## src/rtl/btle_rx_pdu_reader.sv

```systemverilog
// BLE receiver PDU drain stage: latches frame status, reads PDU octets from memory, streams them out.
// Optional trailing status octet enabled by defining BTLE_RX_PDU_READER_STATUS_OCTET_EN.
module btle_rx_pdu_reader #(
    parameter int unsigned DROP_BAD_CRC   = 1,
    parameter int unsigned COUNTER_WIDTH  = 16,
    parameter int unsigned MEM_ADDR_WIDTH = 6
) (
    input  logic                      clk,
    input  logic                      rst_n,
    input  logic                      hit_flag,
    input  logic                      decode_end,
    input  logic                      crc_ok,
    input  logic [2:0]                best_phase,
    input  logic [6:0]                payload_length,
    output logic [MEM_ADDR_WIDTH-1:0] pdu_octet_mem_addr,
    input  logic [7:0]                pdu_octet_mem_data,
    output logic [7:0]                m_octet,
    output logic                      m_valid,
    input  logic                      m_ready,
    output logic                      m_last,
    output logic                      busy,
    output logic                      frame_drop,
    output logic                      overrun,
    output logic [COUNTER_WIDTH-1:0]  frame_ok_count,
    output logic [COUNTER_WIDTH-1:0]  frame_bad_count
);

`ifdef BTLE_RX_PDU_READER_STATUS_OCTET_EN
    localparam bit STATUS_EN = 1'b1;
`else
    localparam bit STATUS_EN = 1'b0;
`endif

    localparam int unsigned DEPTH = 2 ** MEM_ADDR_WIDTH;
    localparam int unsigned TW    = MEM_ADDR_WIDTH + 1;

    typedef enum logic [1:0] {IDLE, FETCH, DRAIN} state_t;

    state_t          state_q, state_d;
    logic [TW-1:0]   total_q, ptr_q, total_c, total_x, last_x, rd_idx;
    logic [8:0]      len_plus2;
    logic            clamp_c, clamp_q, crc_q;
    logic [2:0]      phase_q;
    logic [1:0]      count_q;
    logic [8:0]      fifo_q [2];
    logic            pend_valid_q, pend_last_q, pend_status_q;
    logic            pop, frame_done, can_accept, take, fetch_issue, issue, rd_last;
    logic [2:0]      occ;
    logic [7:0]      status_octet;
    logic [8:0]      push_entry;

    always_comb begin
        len_plus2 = {2'b00, payload_length} + 9'd2;
        clamp_c   = 32'(len_plus2) > DEPTH;
        total_c   = clamp_c ? TW'(DEPTH) : TW'(len_plus2);
    end

    assign busy    = (state_q != IDLE);
    assign m_valid = (count_q != 2'd0);
    assign m_octet = fifo_q[0][7:0];
    assign m_last  = m_valid && fifo_q[0][8];
    assign pop     = m_valid && m_ready;

    // A frame may be taken in the same cycle the previous one's final octet leaves.
    assign frame_done = (state_q == DRAIN) && pop && fifo_q[0][8];
    assign can_accept = (state_q == IDLE) || frame_done;
    assign take       = decode_end && can_accept && (crc_ok || DROP_BAD_CRC == 0);

    // Occupancy after this cycle's pop keeps the stream bubble-free with m_ready high.
    assign occ         = {1'b0, count_q} + {2'b00, pend_valid_q} - {2'b00, pop};
    assign fetch_issue = (state_q == FETCH) && (occ < 3'd2);
    assign issue       = take || fetch_issue;
    assign total_x     = take ? total_c : total_q;
    assign last_x      = STATUS_EN ? total_x : total_x - TW'(1);
    assign rd_idx      = take ? '0 : ptr_q;
    assign rd_last     = (rd_idx == last_x);

    assign status_octet = {crc_q, clamp_q, 3'b000, phase_q};
    assign push_entry   = pend_status_q ? {pend_last_q, status_octet}
                                        : {pend_last_q, pdu_octet_mem_data};

    always_ff @(posedge clk or negedge rst_n) begin
        if (!rst_n) state_q <= IDLE;
        else        state_q <= state_d;
    end

    always_comb begin
        state_d = state_q;
        unique case (state_q)
            IDLE:    if (take) state_d = FETCH;
            FETCH:   if (fetch_issue && rd_last) state_d = DRAIN;
            DRAIN:   if (frame_done) state_d = take ? FETCH : IDLE;
            default: state_d = IDLE;
        endcase
    end

    always_ff @(posedge clk or negedge rst_n) begin
        if (!rst_n) begin
            total_q            <= '0;
            clamp_q            <= 1'b0;
            crc_q              <= 1'b0;
            phase_q            <= '0;
            ptr_q              <= '0;
            pend_valid_q       <= 1'b0;
            pend_last_q        <= 1'b0;
            pend_status_q      <= 1'b0;
            pdu_octet_mem_addr <= '0;
        end else begin
            if (take) begin
                total_q <= total_c;
                clamp_q <= clamp_c;
                crc_q   <= crc_ok;
                phase_q <= best_phase;
            end
            pend_valid_q <= issue;
            if (issue) begin
                ptr_q         <= rd_idx + TW'(1);
                pend_last_q   <= rd_last;
                pend_status_q <= (rd_idx == total_x);
                if (rd_idx != total_x)
                    pdu_octet_mem_addr <= rd_idx[MEM_ADDR_WIDTH-1:0];
            end
        end
    end

    always_ff @(posedge clk or negedge rst_n) begin
        if (!rst_n) begin
            count_q   <= '0;
            fifo_q[0] <= '0;
            fifo_q[1] <= '0;
        end else begin
            unique case ({pop, pend_valid_q})
                2'b11: begin
                    if (count_q == 2'd1) begin
                        fifo_q[0] <= push_entry;
                    end else begin
                        fifo_q[0] <= fifo_q[1];
                        fifo_q[1] <= push_entry;
                    end
                end
                2'b10: begin
                    fifo_q[0] <= fifo_q[1];
                    count_q   <= count_q - 2'd1;
                end
                2'b01: begin
                    if (count_q == 2'd0) fifo_q[0] <= push_entry;
                    else                 fifo_q[1] <= push_entry;
                    count_q <= count_q + 2'd1;
                end
                default: ;
            endcase
        end
    end

    always_ff @(posedge clk or negedge rst_n) begin
        if (!rst_n) begin
            frame_ok_count  <= '0;
            frame_bad_count <= '0;
            frame_drop      <= 1'b0;
            overrun         <= 1'b0;
        end else begin
            if (decode_end) begin
                if (crc_ok) begin
                    if (frame_ok_count != '1)
                        frame_ok_count <= frame_ok_count + COUNTER_WIDTH'(1);
                end else if (frame_bad_count != '1) begin
                    frame_bad_count <= frame_bad_count + COUNTER_WIDTH'(1);
                end
            end
            frame_drop <= decode_end && busy && !can_accept;
            overrun    <= hit_flag && busy;
        end
    end

endmodule
```

## config.mk

```make
export PLATFORM = sky130hd
export DESIGN_NAME = btle_rx_pdu_reader
export DESIGN_NICKNAME = d
export VERILOG_FILES = /design/src/rtl/btle_rx_pdu_reader.sv
export SDC_FILE = /design/constraint.sdc
export NUM_CORES = 1
export LEC_CHECK = 0
export ABC_CLOCK_PERIOD_IN_PS = 4800
export CORE_ASPECT_RATIO = 0.7
export CORE_MARGIN = 2
export CORE_UTILIZATION = 56
export CTS_BUF_LIST = sky130_fd_sc_hd__clkbuf_4
export DETAILED_ROUTE_END_ITERATION = 8
export GPL_TIMING_DRIVEN = 0
export PLACE_DENSITY = 0.85
export SLEW_MARGIN = 15
export SYNTH_ARGS = -nofsm -noshare
export SYNTH_HDL_FRONTEND = slang
export SYNTH_SLANG_ARGS = --single-unit
```

## constraint.sdc

```tcl
create_clock -name clk -period 4.8 [get_ports clk]
set_input_delay 1.2 -clock clk [delete_from_list [all_inputs] [get_ports clk]]
set_output_delay 1.2 -clock clk [all_outputs]
set_load 0.05 [all_outputs]
```

Yosys cells after proc, flatten, opt, wreduce, memory -nomap -nowiden
Index checks and enable logic that the tools add are counted.
{"block": "word_totals", "regBits": 84, "wordCells": 89, "input_bits": 24}
{"block": "classes", "n_eq_ne": 17, "order_cmp": 2, "bitwise_logic": 1, "reduce_logical": 27, "n_mux": 16, "n_addsub": 9}
{"cell": "$mux W9", "n": 4}
{"cell": "$add A16 B1 Y16 const B", "n": 2}
{"cell": "$ne A16 B16 Y1 const B", "n": 2}
{"cell": "$pmux W9 S3", "n": 1}
{"cell": "$mux W7", "n": 3}
{"cell": "$pmux W9 S2", "n": 1}
{"cell": "$eq A7 B7 Y1", "n": 2}
{"cell": "$reduce_and A3 Y1", "n": 4}
{"cell": "$logic_and A1 B1 Y1", "n": 11}
{"cell": "$ne A2 B2 Y1 const B", "n": 5}
{"cell": "$add A7 B2 Y8 const B", "n": 1}
{"cell": "$gt A8 B7 Y1 const B", "n": 1}
{"cell": "$mux W8", "n": 1}
{"cell": "$reduce_bool A2 Y1", "n": 4}
{"cell": "$add A7 B1 Y7 const B", "n": 1}
{"cell": "$ne A7 B7 Y1", "n": 1}
{"cell": "$sub A7 B1 Y7 const B", "n": 1}
{"cell": "$eq A2 B1 Y1 const B", "n": 3}
{"cell": "$eq A2 B2 Y1 const B", "n": 3}
{"cell": "$mux W2", "n": 3}
{"cell": "$pmux W2 S3", "n": 1}
{"cell": "$logic_not A2 Y1", "n": 2}
{"cell": "$pmux W2 S2", "n": 1}
{"cell": "$reduce_and A2 Y1", "n": 2}
{"cell": "11 further kinds", "n": 12}

Logic depth before layout (Yosys ltp)
Gate-level depths: netlist (run 1).
{"block": "logic_depth", "ltp_word": 13, "depth_mapped": 15, "mapped_depth_nobuf": 13}

Worst setup path after synthesis (run 1)
OpenSTA, ideal clock, no wires.
{"block": "synth_path", "path_type": "input to register", "startpoint": "input m_ready", "endpoint": "register pdu_octet_mem_addr[0]", "path_slack_ns": 0.845, "required_ns": 4.672, "arrival_time_ns": 3.827, "stages": 13, "cell_sequence": "nor2b_1 > ha_1 > buf_1 > nand2b_1 > fa_1 > xnor2_1 > and3_1 > clkbuf_1 > nor2_1 > inv_1 > and2_1 > buf_2 > mux2_1"}
{"block": "synth_via", "word_cells_on_any_way": 14}
{"element": "start: declaration", "line_no": "19", "rtl": "input logic m_ready,"}
{"element": "$logic_and A1 B1 Y1 (*)", "line_no": "62", "rtl": "assign pop = m_valid && m_ready;"}
{"element": "parallel branches: the longest is 5 deep, another holds $sub A3 B1 Y3"}
{"element": "$logic_or A1 B1 Y1 (*)", "line_no": "72", "rtl": "assign issue = take || fetch_issue;"}
{"element": "named net issue", "line_no": "47", "rtl": "logic pop, frame_done, can_accept, take, fetch_issue, issue, rd_last;"}
{"element": "$reduce_and A2 Y1 (no line) (*)"}
{"element": "end signal: assignment", "line_no": "121", "rtl": "pdu_octet_mem_addr <= rd_idx[MEM_ADDR_WIDTH-1:0];"}
{"element": "end: declaration", "line_no": "15", "rtl": "output logic [MEM_ADDR_WIDTH-1:0] pdu_octet_mem_addr,"}
Mark *: on every way through the listed nets, which the timed path passes.
A chain may end at the register's enable or synchronous reset.

Worst setup path after layout (run 1)
{"block": "layout_path", "startpoint": "input decode_end", "endpoint": "register state_q[1]"}
{"block": "layout_via", "elab_chain_len": 8, "word_cells_on_any_way": 10}
{"element": "start: declaration", "line_no": "11", "rtl": "input logic decode_end,"}
{"element": "$logic_and A1 B1 Y1 (*) (2 in series)", "line_no": "67", "rtl": "assign take = decode_end && can_accept && (crc_ok || DROP_BAD_CRC == 0);"}
{"element": "$mux W7"}
{"element": "$sub A7 B1 Y7", "line_no": "74", "rtl": "assign last_x = STATUS_EN ? total_x : total_x - TW'(1);"}
{"element": "$eq A7 B7 Y1", "line_no": "76", "rtl": "assign rd_last = (rd_idx == last_x);"}
{"element": "$logic_and A1 B1 Y1", "line_no": "91", "rtl": "FETCH: if (fetch_issue && rd_last) state_d = DRAIN;"}
{"element": "$ne A2 B1 Y1 (no line)"}
{"element": "$reduce_and A3 Y1 (no line) (*)"}
{"element": "end signal: assignment", "line_no": "84", "rtl": "else state_q <= state_d;"}
{"element": "end: declaration", "line_no": "39", "rtl": "state_t state_q, state_d;"}
Every way passes the cells marked *; elsewhere a longest branch is shown, timed or not.

==> Implementation_results.wiki, run 1 <==
{| class="wikitable"
! Metric !! Value
|-
| Delay of the slowest critical-path stage || ~0.64 ns
|-
| Net count reported at finish || ~600
|-
| Max Clock Skew || roughly 0.012 ns
|-
| Pre-Repair DR Iteration Count || 7
|-
| Post-synthesis compound-gate area fraction || 15.75%
|-
| Largest area contributor in the synthesized netlist || sky130_fd_sc_hd__dfrtp_1
|-
| Number of hold buffers added after CTS || 0
|-
| Actual transition at the worst max-transition pin || ~0.90 ns
|-
| Clock Path Buffers || 2
|-
| Dominant combinational cell family by area after synthesis || simple AND/OR/NAND/NOR gates
|-
| Final min period || between 4 and 5 ns
|-
| Largest net degree at the start of global routing || 64
|-
| Worst-skew pair later-pin latency || roughly 0.46 ns
|-
| DRC violation count after routing || 3
|-
| Worst slew margin || 39.76%
|-
| Initial Util || between 50% and 60%
|-
| CTS tree || done
|-
| Crit share post-route || around 94%
|-
| Count of flip-flops with a built-in enable after synthesis || 0
|-
| Total power per unit cell area || between 600 and 700 nW/um2
|-
| Initial antenna violation count || 0
|-
| Cells taking the most area after synthesis || sky130_fd_sc_hd__dfrtp_1, sky130_fd_sc_hd__nand2_1, sky130_fd_sc_hd__xnor2_1, sky130_fd_sc_hd__xor2_1, sky130_fd_sc_hd__ha_1
|-
| Core ar. || about 8000 um2
|-
| Antenna-violating nets left || 0
|-
| Clock edge transition at the registers on the reported setup and hold paths || about 0.13 ns
|-
| Fraction of layout instances using a drive strength above 1 || between 8 and 9%
|-
| Net Switching || around 0.0017 W
|-
| Fraction of synthesized cell area taken by the top area cell type || a little under half
|-
| X dimension of the die || about 110 um
|-
| Setup violation total in the final timing report || 0
|-
| Cell Area, Synth || between 4000 and 5000 um2
|-
| Fraction of synthesis flops using an asynchronous set or reset pin || between 90% and 100%
|-
| Clock group share of total power || between 10% and 20%
|-
| WL/cell || 16.90 um
|-
| Weighted congestion reported at the end of routability-driven placement || 0.8743
|-
| Clock buffers created by TritonCTS || 9
|-
| First-pass GRT wire length || 18.61 mm
|-
| CTS Root Cell || sky130_fd_sc_hd__clkbuf_4
|-
| Area growth from synthesis to final layout || 22.21%
|-
| Die footprint || about 9100 um2
|-
| Type of the setup path with the least slack || primary input to register
|-
| Kind of end point of the critical path || register
|-
| Standard cell with the maximum stage delay on the critical path || sky130_fd_sc_hd__clkdlybuf4s50_1
|-
| Layout filler cell count || roughly 600
|-
| Sequential cell fraction of total power || roughly a third
|-
| Number of diodes || 0
|-
| Violation count after the first detailed-route iteration || between 200 and 300
|-
| Relative contribution of combinational cells to total power || 56.2%
|-
| Synthesis-stage register bit count || 84
|-
| Parity-gate share of the synthesized area counting xor and xnor cells || 9.001%
|-
| Die height || 80.41 um
|-
| # resized after CTS || 0
|-
| Fmax || 0.2208 GHz
|-
| Mux share of post-synthesis cell area || 4.045%
|-
| Number of maximum-capacitance constraint violations || 0
|-
| IR drop worst, VDD || 0.0004999 V
|-
| Switching power share of the total || 47.16%
|-
| Vias in the first global route || between 3000 and 4000
|-
| Final number of hold-violating endpoints || 0
|-
| Yosys warning count || 0
|-
| Max Transition Viols Final || 0
|-
| Data arrival time of the critical path || between 4 and 5 ns
|-
| Violations in the final reports || design-rule violations
|-
| Number of instances in the synthesized netlist || 474
|-
| Result of the run || complete, but fails checks
|-
| Post-synthesis adder-cell area fraction || 3.375%
|-
| Via density per instance || roughly 5.8
|-
| CP cell instances || clkdlybuf4s50_1 -> nand2_1 -> a211oi_2 -> buf_2 -> clkbuf_1 -> nand3_1 -> and2_1 -> ha_1 -> o21ai_0 -> a31oi_1 -> xor2_1 -> o2111ai_1 -> nor4b_2 -> a31o_1
|-
| Unrepaired setup endpoints after global routing || false
|-
| Dominant register cell in the synthesized netlist || sky130_fd_sc_hd__dfrtp_1
|-
| Final wirelength || 11.26 mm
|-
| Leakage power of the design || 2.582 nW
|-
| Overall track demand over capacity in global routing || between 20% and 30%
|-
| Nets in the synthesized netlist || 510
|-
| Area share of and/or/nand/nor cells after synthesis || 18.22%
|-
| Part of the Yosys area used for sequential elements || between 40% and 50%
|-
| Leftover overflow at the end of global routing || 0
|-
| Number of unique standard cell types used by synthesis || 65
|-
| Overall Power || roughly 0.0036 W
|-
| CP Launch Type || primary input
|-
| Average cell area after synthesis || a little under 10 um2
|-
| Required @ worst endpoint || between 5 and 6 ns
|-
| Largest driver fanout on the critical path || 10
|-
| Internal power summed over all cells || between 0.0015 and 0.002 W
|-
| Total number of vias || 3885
|-
| Ports placed on the boundary || 75
|-
| Sinks on Clock Net || 84
|-
| HPWL Detailed || 8.341 mm
|-
| Port Buffer Count || 74
|-
| H-tree depth || 3
|-
| HP Class || register to register
|-
| Aggregate negative setup slack || 0 ns
|-
| Number of buffers added for setup after CTS || 0
|-
| Num rows || 27
|}
## sequential cells by signal (all words and copies together), names as in the netlist
register            cells
m_octet                 8
overrun                 1
state_q                 2
count_q                 2
total_q                 7
clamp_q                 1
crc_q                   1
frame_drop              1
pend_last_q             1
phase_q                 3
frame_bad_count        16
pend_status_q           1
pend_valid_q            1
fifo_q                 10
frame_ok_count         16
pdu_octet_mem_addr      6
ptr_q                   7
## stage by stage
step	std cells	utilization [%]	area, um2	worst slack (ns)	hold slack, ns
after detailed placement	650	69.77	5563	-0.2071	0.4667
after global routing	666	71.59	5708	0.08959	0.5119
final	666	71.59	5708	0.2713	0.4945
after global placement	649	69.46	5538	-0.3883	0.4577
after floorplan	474	-	4671	0.8453	0.4344
after CTS	666	71.56	5705	0.2770	0.4966
## cell usage after synthesis, drive strengths merged (9+ instances only)
cell,n
dfrtp,84
o21ai,23
a21o,10
inv,22
mux2i,11
nand2,74
and3,10
buf,17
a21oi,11
nand4,10
clkbuf,9
xnor2,24
a211oi,11
a221oi,9
ha,11
xor2,24
nor2,27
## power groups by stage
stage,Sequential [W],Clock (W),Combinational (W)
floorplan,0.00136,0,0.00124
global placement,0.00115,0,0.00195
detailed placement,0.00117,0,0.00201
CTS,0.00116,0.000431,0.00202
global route,0.00119,0.000466,0.00220
finish,0.00116,0.000423,0.00203
## final cells by class
type                       count  area, um2  area share [%]
multi-input combinational    342       2356           41.28
sequential                    84       2102           36.83
timing repair buffer          75      765.7           13.42
buffer                        26      132.6           2.324
tap                          101      126.4           2.214
inverter                      22      82.58           1.447
clock inverter                 7      75.07           1.315
clock buffer                   9      67.56           1.184
## worst paths after layout
| check | from | to | slack, ns | cells after the start |
|---|---|---|---|---|
| hold / removal | m_octet[0]$_DFFE_PN0P_ | m_octet[0]$_DFFE_PN0P_ | 0.49 | 1 |
| min in group asynchronous | rst_n | m_octet[5]$_DFFE_PN0P_ | 0.61 | 1 |
| max in group asynchronous | rst_n | frame_bad_count[4]$_DFFE_PN0P_ | 3.59 | 2 |
| setup reg to reg | count_q[1]$_DFFE_PN0N_ | pdu_octet_mem_addr[1]$_DFFE_PN0P_ | 0.85 | 15 |
| setup / recovery | decode_end | state_q[1]$_DFFE_PN0P_ | 0.27 | 14 |
| hold reg to reg | m_octet[0]$_DFFE_PN0P_ | m_octet[0]$_DFFE_PN0P_ | 0.49 | 1 |
## per-layer routing
layer	up-vias	GRT usage (%)	routed length, um
li1	1823	-	-
met1	1866	39.27	5259
met2	179	37.43	4812
met3	17	8.528	1031
met4	0	8.293	153
met5	-	0	0
## critical path, delay by kind of cell
family                     cells  cell delay (ns)
xor gates and xnor gates       1             0.18
buffers and inverters          3             1.42
adders and majority gates      1             0.27
and+or+nand+nor                4             0.95
AOI/OAI and AO/OA              5             0.92
## cells in the final DEF, fill, tap and decap left out, types with 3 or more instances in the layout
cell type                          n
sky130_fd_sc_hd__a21oi_1          11
sky130_fd_sc_hd__nand4_1          10
sky130_fd_sc_hd__o21ai_0          19
sky130_fd_sc_hd__nor3b_1           4
sky130_fd_sc_hd__nand3_1           7
sky130_fd_sc_hd__mux2_2            5
sky130_fd_sc_hd__nor2_1           27
sky130_fd_sc_hd__xnor2_1          24
sky130_fd_sc_hd__buf_1             5
sky130_fd_sc_hd__buf_4             9
sky130_fd_sc_hd__ha_1             11
sky130_fd_sc_hd__nand2_1          74
sky130_fd_sc_hd__and3_1           10
sky130_fd_sc_hd__inv_1            22
sky130_fd_sc_hd__a211oi_1          9
sky130_fd_sc_hd__a21o_1           10
sky130_fd_sc_hd__clkdlybuf4s50_1  73
sky130_fd_sc_hd__a221oi_1          9
sky130_fd_sc_hd__o31ai_1           3
sky130_fd_sc_hd__mux2i_1          11
sky130_fd_sc_hd__clkbuf_1          9
sky130_fd_sc_hd__buf_2             4
sky130_fd_sc_hd__dfrtp_1          84
sky130_fd_sc_hd__nor3_1            5
sky130_fd_sc_hd__xor2_1           24
sky130_fd_sc_hd__o21ai_1           4
sky130_fd_sc_hd__clkinvlp_4        3
sky130_fd_sc_hd__clkbuf_4          9
sky130_fd_sc_hd__and2_1            8
sky130_fd_sc_hd__nand2b_1          4
sky130_fd_sc_hd__nor2b_1           5
sky130_fd_sc_hd__o211ai_1          4
## cell families after synthesis
| group | after synthesis |
|---|---|
| fa+ha+maj | 12 |
| flops | 84 |
| buf+inv | 48 |
| xor+xnor | 48 |
| simple gates | 168 |
| mux | 18 |
| compound gates | 96 |
Note: power is estimated with default switching activity, not from simulation.
==> inputs of run 2 (changes only) <==
--- a/config.mk
+++ b/config.mk
@@ -13,6 +13,7 @@
 export DETAILED_ROUTE_END_ITERATION = 8
 export GPL_TIMING_DRIVEN = 0
 export PLACE_DENSITY = 0.85
+export SKIP_LAST_GASP = 1
 export SLEW_MARGIN = 15
 export SYNTH_ARGS = -nofsm -noshare
 export SYNTH_HDL_FRONTEND = slang
==> results of run 2 <==
Same layout as run 1: the final DEF is identical, and so are final timing and power.
